$ cat config.mk
export PLATFORM = sky130hd
export DESIGN_NAME = hex_disp_mux
export DESIGN_NICKNAME = d
export VERILOG_FILES = /design/src/rtl/hex_disp_mux.sv
export SDC_FILE = /design/constraint.sdc
export NUM_CORES = 1
export LEC_CHECK = 0
export BUFFER_PORTS_ARGS = -buffer_cell sky130_fd_sc_hd__buf_2
export CAP_MARGIN = 25
export CORE_MARGIN = 10
export CORE_UTILIZATION = 50
export CTS_CLUSTER_SIZE = 28
export DETAILED_ROUTE_END_ITERATION = 8
export GPL_TIMING_DRIVEN = 0
export HOLD_SLACK_MARGIN = 0.05
export PLACE_DENSITY_LB_ADDON = 0.25
export SLEW_MARGIN = 20
export SYNTH_ARGS = -nofsm -noshare
export SYNTH_HDL_FRONTEND = slang
export SYNTH_SLANG_ARGS = --single-unit
export TNS_END_PERCENT = 20
$ cat constraint.sdc
create_clock -name i_clk -period 3.1 [get_ports i_clk]
set_clock_uncertainty 0.05 [all_clocks]
set_input_delay 0.465 -clock i_clk [delete_from_list [all_inputs] [get_ports i_clk]]
set_output_delay 0.465 -clock i_clk [all_outputs]
set_load 0.02 [all_outputs]
$ cat src/rtl/hex_disp_mux.sv
// rtl/hex_disp_mux.sv - time-multiplexed 4-digit seven-segment driver
//
// Scans one digit per slot from a free-running refresh counter, decodes the
// selected hex nibble to active-low segments and drives active-low anodes.
// Each slot begins with BLANK_CYC clocks of all-anodes-off so that the previous
// digit's segments never ghost onto the next digit. Every output is a flop.
//
// Ports:
//   i_clk     system clock
//   i_rst     asynchronous, active-high reset
//   i_hex3..0 digit values, digit 3 leftmost
//   i_dp_n    decimal points, active low, bit k = digit k
//   i_lz_en   1 = blank leading zeros on digits 3..1
//   o_an      anodes, active low, bit k = digit k
//   o_sseg    {dp,g,f,e,d,c,b,a}, active low
//   o_slot    index of the digit currently scanned
module hex_disp_mux #(
  parameter int N         = 18,
  parameter int BLANK_CYC = 64
) (
  input  logic       i_clk,
  input  logic       i_rst,
  input  logic [3:0] i_hex3,
  input  logic [3:0] i_hex2,
  input  logic [3:0] i_hex1,
  input  logic [3:0] i_hex0,
  input  logic [3:0] i_dp_n,
  input  logic       i_lz_en,
  output logic [3:0] o_an,
  output logic [7:0] o_sseg,
  output logic [1:0] o_slot
);

  localparam logic [N-3:0] BLANK_OFF = (N-2)'(BLANK_CYC);
  localparam logic [N-1:0] CNT_ONE   = N'(1);

  logic [N-1:0] cnt_q, cnt_d;
  logic [3:0]   an_q, an_d;
  logic [7:0]   sseg_q, sseg_d;
  logic [1:0]   slot_q, slot_d;

  logic [1:0]   slot;
  logic [N-3:0] off;
  logic [3:0]   hex_sel;
  logic         sup_sel;
  logic         sup3, sup2, sup1;

  // Segment pattern {g,f,e,d,c,b,a}, active low.
  function automatic logic [6:0] decode(input logic [3:0] hex);
    logic [6:0] seg;
    case (hex)
      4'h0: seg = 7'h40;
      4'h1: seg = 7'h79;
      4'h2: seg = 7'h24;
      4'h3: seg = 7'h30;
      4'h4: seg = 7'h19;
      4'h5: seg = 7'h12;
      4'h6: seg = 7'h02;
      4'h7: seg = 7'h78;
      4'h8: seg = 7'h00;
      4'h9: seg = 7'h10;
      4'hA: seg = 7'h08;
      4'hB: seg = 7'h03;
      4'hC: seg = 7'h46;
      4'hD: seg = 7'h21;
      4'hE: seg = 7'h06;
      default: seg = 7'h0E;
    endcase
    return seg;
  endfunction

  always_comb begin
    cnt_d = cnt_q + CNT_ONE;
    slot  = cnt_q[N-1:N-2];
    off   = cnt_q[N-3:0];

    // Suppression chains from the leftmost digit across the whole 16-bit
    // value; digit 0 always shows so a zero value still displays "0".
    sup3 = i_lz_en && (i_hex3 == 4'h0);
    sup2 = sup3 && (i_hex2 == 4'h0);
    sup1 = sup2 && (i_hex1 == 4'h0);

    hex_sel = i_hex0;
    sup_sel = 1'b0;
    case (slot)
      2'd0: begin hex_sel = i_hex0; sup_sel = 1'b0; end
      2'd1: begin hex_sel = i_hex1; sup_sel = sup1; end
      2'd2: begin hex_sel = i_hex2; sup_sel = sup2; end
      default: begin hex_sel = i_hex3; sup_sel = sup3; end
    endcase

    slot_d = slot;
    an_d   = (off < BLANK_OFF) ? 4'b1111 : ~(4'b0001 << slot);
    // The decimal point ignores suppression.
    sseg_d = {i_dp_n[slot], (sup_sel ? 7'h7F : decode(hex_sel))};
  end

  always_ff @(posedge i_clk or posedge i_rst) begin
    if (i_rst) begin
      cnt_q  <= '0;
      an_q   <= 4'b1111;
      sseg_q <= 8'hFF;
      slot_q <= 2'd0;
    end else begin
      cnt_q  <= cnt_d;
      an_q   <= an_d;
      sseg_q <= sseg_d;
      slot_q <= slot_d;
    end
  end

  assign o_an   = an_q;
  assign o_sseg = sseg_q;
  assign o_slot = slot_q;

endmodule

== Word-level counts from Yosys, hierarchy flattened ==
Memory sizes are Yosys's and may differ from the RTL's.
Cells that the tools add are included.
Word-level totals
  output and inout bits: 14
  memory bits (read-only): 112
  input port bits: 23
  register bits: 32
  memories kept: 1
  word-level logic and storage cells: 25
Operators by class
  equality and inequality tests: 2
  shifts and indexed selects: 1
  $lt $le $gt $ge: 2
  add/subtract/negate cells: 1
  bitwise logic cells: 1
  muxes and demuxes: 6
  reductions and logical operators: 7
Memories
  (no name shown): words 16, width 7, rd ports 1, clocked after Yosys merged registers in 0, wr ports 0, RTL line 51  | case (hex)
Operators with widths (number)
  $add 18x1->18 const B: 1
  $lt 16x7->1 const B: 1
  $logic_not 4->1: 3
  $pmux 4 s3: 1
  $mux 7: 1
  $mux 4: 1
  $not 4->4: 1
  $shl 1x2->4 const A: 1
  $logic_and 1x1->1: 3
  $lt 2x3->1 const B: 1
  $pmux 1 s3: 1
  $bmux 1 s2: 1
  $eq 2x1->1 const B: 1
  $eq 2x2->1 const B: 1
  $logic_not 2->1: 1
  $mux 1: 1

== Logic depth before layout (Yosys ltp) ==
Gate-level depths: netlist (run 1).
  word-level depth: 6
  depth in mapped cells: 7

== Least setup slack after synthesis (run 1) ==
OpenSTA, ideal clock, no wires.
  path type: reg2reg
  from: register cnt_q[17]
  to: register sseg_q[4] (netlist: o_sseg[4])
  setup slack: 1.222 ns
  required time: 2.966 ns
  data arrival time: 1.745 ns
  period minus slack after synthesis: 1.878 ns
  cell stages (with the launch flop): 7
  cell sequence: dfrtp_1 > buf_1 > mux4_2 > ha_1 > mux2_1 > o21ai_1 > nand2_1
Between the ends
  cells in the longest elaborated chain, start to end: 4
RTL lines
  from (decl): RTL line 37  | logic [N-1:0] cnt_q, cnt_d;
  from (signal assigned): RTL line 105  | cnt_q <= cnt_d;
  $eq 2x2->1 (tied with other cells): RTL line 85  | case (slot)
  $pmux 4 s3: RTL line 85
  $mem_v2 16x7
  $mux 7 *: RTL line 95  | sseg_d = {i_dp_n[slot], (sup_sel ? 7'h7F : decode(hex_sel))};
  via sseg_d[4]: RTL line 39  | logic [7:0] sseg_q, sseg_d;
  to (signal assigned): RTL line 107  | sseg_q <= sseg_d;
  to (decl): RTL line 39
The timed path passes the listed nets; every way through them passes the cells marked *.

== Worst setup path after layout (run 1) ==
Same ends and word-level chain as after synthesis.

==> reports/metrics.yaml, run 1 <==
insertion_delay_ns: 0.33
track_usage_pct: 11.86
syn_to_final_growth_pct: 19.62
placed_area_mm2: 0.001914
wire_per_inst_um: 15.10
critPathKind: "reg2reg"
slew_violations: 0
finalSetupViolations: 0
gr-total-overflow: 0
dp.cells: 223
fin_total_pwr_uw: 772.9
endpoint_kind: "flop"
clock_sinks: 32
drc: 0
ys.flop_type: "dfrtp_1"
syn_area_mm2: 0.001652
die_w_um: 77.48
cts.reportedPaths.clkPinSlew_ns: 0.10
cp-start-kind: "flop"
crit_required_ns: 3.30
final_nets: 216
critPathMaxFanout: 10
layout-drive-gt1-share_pct: 37.97
fin_crit_sh_pct: 72.77
grt_pass1_wl_um: 5754
netlist_top_cells_area: "dfrtp_1, dfstp_2, mux4_2"
place_ws_ns: 0.8884
cts_buffers: 5
io_buffers: 36
via_per_inst: 5.277
drt_iter0_drc: 104
ios: 37
avgSynthCellArea_um2: 11.63
cts_hold_buffers: 0
yosysSeqAreaShare_pct: 49.39
fin_ws_ns: 0.8440
worstPathArrival_ns: 2.45
drt_first_pass_iters: 4
synth-edff-count: 0
grt_max_degree: 21
finalCriticalPeriod_ns: 2.256
ant_nets: 0
tns_ns: 0
slew_headroom_pct: 61.57
clockBufferDepth: 2
synth_cells: 142
synth_top_area_share_pct: 30.30
synth.distinct_cells: 33
antenna_found_initial: 0
fillerInstances: 250
die-area_mm2: 0.006002
cts-root-buf: "clkbuf_4"
slowest_stage: "buf_1"
via_count: 1219
vdd_drop_max_v: 0.0002594
row_count: 20
hold_ws_ns: 0.1267
fp.dieH_um: 77.48
cts_tree: "built"
place.gp.congestion: 0.8350
stdcell_area_mm2: 0.001976
syn_nets: 172
regArea_um2: 815.8
path_buf_inv: 2
synth-seq-cells: 32
rsz0062_at_grt: "no"
status: "finished clean"
cap_violations: 0
total_leakage_power_nw: 0.9392
start_util_pct: 53.23
synth_top_area_cell: "dfrtp_1"
async_reset_ff_share_pct: 100.0
fmax_mhz: 443.3
wirelength_um: 3487
tightest_slew_ns: 0.5758
synth_warnings: 0
fin_util_pct: 63.67
n_antenna_cell: 0
hold_class: "in2async"
ctsResizeCount: 0
critPathTopFamily: "multiplexers"
cts_setup_buffers: 0
fin_cells: 231
hpwl_um: 2808
ctsHtreeMaxLevel: 2
multiInputGateArea_um2: 780.7
max_stage_delay_ns: 0.43
grt_pass1_vias: 1262
coreArea_mm2: 0.003103
final-hold-violation-count: 0
path_cells: "buf_1 -> mux4_2 -> inv_1 -> ha_1 -> mux2_1 -> o21ai_1 -> nand2_1"
powerDensity_mw_per_mm2: 391.2
cell type report:
class	count	area share, %
timing repair buffer	37	10.51
clock buffer	6	2.597
buffer	5	1.837
inverter	5	0.9500
multi-input combinational	100	39.52
sequential	32	41.29
clock inverter	2	0.5067
tap	44	2.787
worst reg2reg max path, cell delays in order (launching register included):
cell and delay [ns]:
dfrtp_1 0.41, buf_1 0.43, mux4_2 0.37, inv_1 0.11, ha_1 0.27, mux2_1 0.31
o21ai_1 0.14, nand2_1 0.08
cell usage after synthesis (5+ instances only):
master	instances
nor4_1	7
nand2_1	12
nand3_1	11
xor2_1	12
mux4_2	6
dfstp_2	12
ha_1	7
inv_1	5
xnor2_1	8
nor2_1	7
dfrtp_1	20
flip-flops by register name (all words and copies together), names as in the netlist:
name,count
cnt_q,18
o_an,4
o_slot,2
o_sseg,8
cells by family after synthesis:
family | synth area share, %
and+or+nand+nor | 17.12
DFF | 49.39
muxes | 8.864
AOI/OAI and AO/OA | 5.378
buffers and inverters | 3.333
adders and majority gates | 5.303
xor gates and xnor gates | 10.61
final timing paths:
| path | endpoint | slack [ns] | depth (start not counted) | from |
|---|---|---|---|---|
| min in group i_clk | o_slot[0]$_DFF_PP0_ | 0.36 | 0 | cnt_q[16]$_DFF_PP0_ |
| worst min register to register | o_slot[0]$_DFF_PP0_ | 0.36 | 0 | cnt_q[16]$_DFF_PP0_ |
| worst max-delay path | o_sseg[4]$_DFF_PP1_ | 0.84 | 7 | cnt_q[17]$_DFF_PP0_ |
| worst max register to register | o_sseg[4]$_DFF_PP1_ | 0.84 | 7 | cnt_q[17]$_DFF_PP0_ |
| worst min-delay path | cnt_q[2]$_DFF_PP0_ | 0.13 | 2 | i_rst |
| max in group asynchronous | o_an[2]$_DFF_PP1_ | 2.29 | 3 | i_rst |
power breakdown:
part	switching [mW]	total, mW	internal [mW]	leakage, nW
clock	0.136	0.243	0.108	0.0380
combinational	0.0535	0.0953	0.0419	0.510
sequential	0.00175	0.434	0.433	0.391
cell usage in the layout (no fill, tap or decap), drive strengths merged, types with 3 or more instances in the layout:
cell type | Yosys | routed
and3 | 3 | 3
buf | 5 | 42
clkbuf | 0 | 6
dfrtp | 20 | 20
dfstp | 12 | 12
ha | 7 | 7
inv | 5 | 5
mux4 | 6 | 6
nand2 | 12 | 12
nand3 | 11 | 11
nand3b | 3 | 3
nor2 | 7 | 7
nor4 | 7 | 7
o211ai | 3 | 3
o21ai | 4 | 4
or2 | 3 | 3
xnor2 | 8 | 8
xor2 | 12 | 12
layer usage:
metal  track usage [%]  share of wire (%)  up-vias
li1                  -                  -      588
met1             12.95                 41      592
met2             19.40                 50       31
met3             5.760                6.9        8
met4             4.745                2.0        0
met5                 0                  0        -
(Power assumes the default switching activity.)
==> inputs of run 2 (changes only) <==
--- a/config.mk
+++ b/config.mk
@@ -8,7 +8,7 @@
 export BUFFER_PORTS_ARGS = -buffer_cell sky130_fd_sc_hd__buf_2
 export CAP_MARGIN = 25
 export CORE_MARGIN = 10
-export CORE_UTILIZATION = 50
+export CORE_UTILIZATION = 48
 export CTS_CLUSTER_SIZE = 28
 export DETAILED_ROUTE_END_ITERATION = 8
 export GPL_TIMING_DRIVEN = 0
==> constraint.sdc (replaced) <==
create_clock -name i_clk -period 1.98 [get_ports i_clk]
set_clock_uncertainty 0.05 [all_clocks]
set_input_delay 0.297 -clock i_clk [delete_from_list [all_inputs] [get_ports i_clk]]
set_output_delay 0.297 -clock i_clk [all_outputs]
set_load 0.02 [all_outputs]
==> reports/metrics.yaml, run 2 (synthesized netlist as in run 1, its figures left out) <==
vdd_drop_max_v: 0.0003138  # was 0.0002594 V
fin_total_pwr_mw: 1.193  # was 772.9 uW
grt_pass1_wl_um: 5968  # was 5754 um
cts.reportedPaths.clkPinSlew_ns: 0.10  # about the same
final-hold-violation-count: 0  # unchanged
fp.dieH_um: 78.66  # was 77.48 um
hold_class: "in2reg"  # was in2async
grt_pass1_vias: 1260  # was 1262
fin_crit_sh_pct: 96.41  # was 72.77%
wirelength_um: 3712  # was 3487 um
dp.cells: 224  # was 223
via_count: 1240  # was 1219
critPathKind: "reg2reg"  # unchanged
final_common_cell: "buf_2"  # unchanged
layout-drive-gt1-share_pct: 42.49  # was 37.97%
cp-start-kind: "flop"  # unchanged
antenna_found_initial: 0  # unchanged
drt_first_pass_iters: 4  # unchanged
place.gp.congestion: 0.8356  # was 0.8350
io_buffers: 36  # unchanged
start_util_pct: 49.49  # was 53.23%
critPathMaxFanout: 4  # was 10
crit_required_ns: 2.18  # was 3.30 ns
syn_to_final_growth_pct: 22.35  # was 19.62%
insertion_delay_ns: 0.33  # about the same
grt_max_degree: 33  # was 21
fin_cells: 239  # was 231
die_w_um: 78.66  # was 77.48 um
clock_sinks: 32  # unchanged
n_antenna_cell: 0  # unchanged
coreArea_mm2: 0.003337  # was 0.003103 mm^2
cap_violations: 0  # unchanged
slew_violations: 0  # unchanged
cts_tree: "built"  # unchanged
top_register: "cnt_q"  # unchanged
ant_nets: 0  # unchanged
via_per_inst: 5.188  # was 5.277
finalSetupViolations: 0  # unchanged
track_usage_pct: 12.50  # was 11.86%
total_leakage_power_nw: 0.9585  # was 0.9392 nW
layout_common_cells: "buf_2, dfrtp_1, xor2_1, dfstp_2"  # was buf_2, dfrtp_1, nand2_1, xor2_1, dfstp_2
slew_headroom_pct: 56.65  # was 61.57%
worstPathArrival_ns: 2.11  # was 2.45 ns
fin_ws_ns: 0.07109  # was 0.8440 ns
tightest_slew_ns: 0.6493  # was 0.5758 ns
drt_iter0_drc: 57  # was 104
cts_buffers: 5  # unchanged
wire_per_inst_um: 15.53  # was 15.10 um
fmax_mhz: 523.9  # was 443.3 MHz
rsz0062_at_grt: "yes"  # was no
cts-root-buf: "clkbuf_4"  # unchanged
largest_reg_flops: 18  # unchanged
finalCriticalPeriod_ns: 1.909  # was 2.256 ns
gr-total-overflow: 0  # unchanged
clockBufferDepth: 2  # unchanged
die-area_mm2: 0.006187  # was 0.006002 mm^2
ios: 37  # unchanged
endpoint_kind: "flop"  # unchanged
hpwl_um: 2768  # was 2808 um
drc: 0  # unchanged
row_count: 21  # was 20
final_nets: 222  # was 216
ctsHtreeMaxLevel: 2  # unchanged
powerDensity_mw_per_mm2: 590.2  # was 391.2 mW/mm^2
fin_util_pct: 60.55  # was 63.67%
status: "finished clean"  # unchanged
place_ws_ns: -0.2420  # was 0.8884 ns
run 2: changes by cell type in the layout (fill, tap and decap cells not counted), sizes merged:
cell and delta:
clkinv -1, clkbuf +2, buf +4, dlygate4sd3 +1
run 2: power by group:
part           leakage, nW  internal [mW]  switching (mW)
combinational        0.538         0.0700          0.0898
clock               0.0293          0.138           0.215
sequential           0.391          0.677         0.00275
total                0.959          0.885           0.307
run 2: timing repair:
action | in CTS | in global routing
setup buffers | 0 | 6
gates resized for setup | 2 | 7
hold buffers | 1 | 0
pin swaps | 0 | 2
hold endpoints to repair | 20 | 0
cloned | 0 | 0
endpoints found under the setup margin | 6 | 4
run 2: critical path: stages, from the launching register on:
cell and delay (ns):
dfrtp_1 0.37, buf_6 0.13, mux4_2 0.59, buf_4 0.18, ha_1 0.20, nand2_2 0.08, and3_1 0.16, o21ai_1 0.07
run 2: cell type report:
class                           count  area (um^2)
Fill cell                         275         1316
Sequential cell                    32        815.8
Multi-Input combinational cell    100        803.3
Timing Repair Buffer               43        235.2
Tap cell                           46        57.56
Clock buffer                        7        45.04
Buffer                              5        40.04
Inverter                            5        18.77
Clock inverter                      1        5.005
run 2: worst paths after layout:
kind / startpoint / to / slack [ns] / cells past startpoint
setup / recovery: cnt_q[16]$_DFF_PP0_ / o_sseg[3]$_DFF_PP1_ / 0.07 / 7
hold / removal: i_dp_n[0] / o_sseg[7]$_DFF_PP1_ / 0.26 / 2
setup reg to reg: cnt_q[16]$_DFF_PP0_ / o_sseg[3]$_DFF_PP1_ / 0.07 / 7
hold reg to reg: cnt_q[0]$_DFF_PP0_ / cnt_q[0]$_DFF_PP0_ / 0.43 / 1
max in group asynchronous: i_rst / cnt_q[9]$_DFF_PP0_ / 0.89 / 3
min in group asynchronous: i_rst / cnt_q[2]$_DFF_PP0_ / 0.57 / 3
run 2: layer usage:
layer | share of wire (%) | global-route usage [%] | routed length [um]
met1 | 38 | 12.13 | 1422
met2 | 56 | 23.11 | 2077
met3 | 4.3 | 4.670 | 158
met4 | 1.4 | 5.376 | 53
met5 | 0 | 0 | 0
run 2: stage by stage:
stage               hold slack, ns  instance area, um^2  TNS (ns)
floorplan                   0.3245                 1652         0
detailed placement          0.3499                 1889   -0.7434
finish                      0.2630                 2021         0
global placement            0.3419                 1889   -0.3621
global route                0.2284                 2021  -0.05638
CTS                         0.2408                 1953         0
==> inputs of run 3 (changes only) <==
--- a/config.mk
+++ b/config.mk
@@ -13,7 +13,7 @@
 export DETAILED_ROUTE_END_ITERATION = 8
 export GPL_TIMING_DRIVEN = 0
 export HOLD_SLACK_MARGIN = 0.05
-export PLACE_DENSITY_LB_ADDON = 0.25
+export PLACE_DENSITY = 0.82
 export SLEW_MARGIN = 20
 export SYNTH_ARGS = -nofsm -noshare
 export SYNTH_HDL_FRONTEND = slang
==> reports/metrics.yaml, run 3 (synthesized netlist as in run 1, its figures left out) <==
critPathKind: "reg2reg"  # unchanged
vdd_drop_max_v: 0.0003799  # was 0.0003138 V
n_antenna_cell: 0  # unchanged
place.gp.congestion: 0.8798  # was 0.8356
cts.reportedPaths.clkPinSlew_ns: 0.10  # about the same
cap_violations: 0  # unchanged
cts_buffers: 5  # unchanged
cts_tree: "built"  # unchanged
gr-usage-met3_pct: 4.556  # was 4.670%
fin_crit_sh_pct: 97.60  # was 96.41%
place_ws_ns: -0.2128  # was -0.2420 ns
crit_required_ns: 2.19  # was 2.18 ns
grt_pass1_vias: 1236  # was 1260
drc: 0  # unchanged
ctsHtreeMaxLevel: 2  # unchanged
cts-root-buf: "clkbuf_4"  # unchanged
hold_class: "in2reg"  # unchanged
met2_usage_pct: 20.48  # was 23.11%
drt_first_pass_iters: 4  # unchanged
endpoint_kind: "flop"  # unchanged
hpwl_um: 2501  # was 2768 um
coreArea_mm2: 0.003337  # unchanged
powerDensity_mw_per_mm2: 658.5  # was 590.2 mW/mm^2
largest_reg_flops: 18  # unchanged
finalCriticalPeriod_ns: 1.932  # was 1.909 ns
track_usage_pct: 11.54  # was 12.50%
io_buffers: 36  # unchanged
via_count: 1218  # was 1240
finalSetupViolations: 0  # unchanged
ios: 37  # unchanged
top_register: "cnt_q"  # unchanged
start_util_pct: 49.49  # unchanged
grt_max_degree: 33  # unchanged
drt_iter0_drc: 37  # was 57
tightest_slew_ns: 0.6443  # was 0.6493 ns
ant_nets: 0  # unchanged
slew_headroom_pct: 56.99  # was 56.65%
critPathMaxFanout: 5  # was 4
grt_pass1_wl_um: 5775  # was 5968 um
die-area_mm2: 0.006187  # unchanged
final_common_cell: "buf_2"  # unchanged
final-hold-violation-count: 0  # unchanged
layout_common_cells: "buf_2, dfrtp_1, nand2_1, xor2_1, dfstp_2"  # was buf_2, dfrtp_1, xor2_1, dfstp_2
layout-drive-gt1-share_pct: 40.21  # was 42.49%
clock_sinks: 32  # unchanged
die_w_um: 78.66  # unchanged
worstPathArrival_ns: 2.15  # was 2.11 ns
final_nets: 218  # was 222
fmax_mhz: 517.5  # was 523.9 MHz
hold_ws_ns: 0.2237  # was 0.2630 ns
gr-total-overflow: 0  # unchanged
clockBufferDepth: 2  # unchanged
insertion_delay_ns: 0.34  # was 0.33 ns
fp.dieH_um: 78.66  # unchanged
row_count: 21  # unchanged
rsz0062_at_grt: "yes"  # unchanged
status: "finished clean"  # unchanged
via_per_inst: 5.183  # was 5.188
fillerInstances: 282  # was 275
total_leakage_power_nw: 0.9462  # was 0.9585 nW
wirelength_um: 3357  # was 3712 um
met1_usage_pct: 12.02  # was 12.13%
antenna_found_initial: 0  # unchanged
fin_ws_ns: 0.04757  # was 0.07109 ns
top_usage_layer: "met2"  # unchanged
slew_violations: 0  # unchanged
wire_per_inst_um: 14.29  # was 15.53 um
cp-start-kind: "flop"  # unchanged
syn_to_final_growth_pct: 21.51  # was 22.35%
## run 3: repair_timing
| item | CTS | global route |
|---|---|---|
| hold buffers | 1 | 0 |
| endpoints found under the setup margin | 7 | 5 |
| endpoints found under the hold margin | 20 | 0 |
| setup buffers | 0 | 2 |
| cloned | 0 | 0 |
| gates resized for setup | 3 | 3 |
## run 3: power by group
part	internal, mW	switching, mW	leakage (nW)
clock network	0.264	0.227	0.0422
registers	0.677	0.00308	0.391
logic	0.0644	0.0848	0.513
## run 3: area by class of cell
class	count	area (um^2)	area share [%]
Multi-Input combinational cell	100	793.3	39.53
Clock inverter	2	35.03	1.746
Clock buffer	6	41.29	2.057
Buffer	5	40.04	1.995
Tap cell	46	57.56	2.868
Timing Repair Buffer	39	205.2	10.22
Inverter	5	18.77	0.9352
Sequential cell	32	815.8	40.65
## run 3: metrics by stage
step | setup TNS (ns) | total power [mW] | util, % | instance area [um^2] | cells
after global placement | -0.5126 | 0.8323 | 56.62 | 1889 | 224
after floorplan | 0 | 0.7809 | - | 1652 | 142
after detailed placement | -0.7253 | 0.8354 | 56.62 | 1889 | 224
after CTS | 0 | 1.337 | 59.39 | 1982 | 233
final | 0 | 1.321 | 60.14 | 2007 | 235
after global routing | -0.04704 | 1.377 | 60.14 | 2007 | 235
## run 3: path summary, 6_finish.rpt
check / start / endpoint / slack [ns] / depth (start not counted)
min: i_dp_n[0] / o_sseg[7]$_DFF_PP1_ / 0.22 / 2
min reg2reg: cnt_q[0]$_DFF_PP0_ / cnt_q[0]$_DFF_PP0_ / 0.43 / 1
max: cnt_q[16]$_DFF_PP0_ / o_sseg[4]$_DFF_PP1_ / 0.05 / 6
max in group asynchronous: i_rst / cnt_q[4]$_DFF_PP0_ / 0.93 / 3
max reg2reg: cnt_q[16]$_DFF_PP0_ / o_sseg[4]$_DFF_PP1_ / 0.05 / 6
min in group asynchronous: i_rst / cnt_q[13]$_DFF_PP0_ / 0.53 / 3
## run 3: layer usage
layer	up-vias	part of all wire, %
met4	0	1.5
met2	31	54
met3	5	6.7
li1	594	-
met5	-	0
met1	588	38
## run 3: worst max-delay path, cell delays in order, from the launching register on
cell and delay [ns]:
dfrtp_1 0.37, buf_6 0.13, mux4_2 0.60, ha_4 0.22, mux2_1 0.29, o21ai_1 0.12
nand2_1 0.07
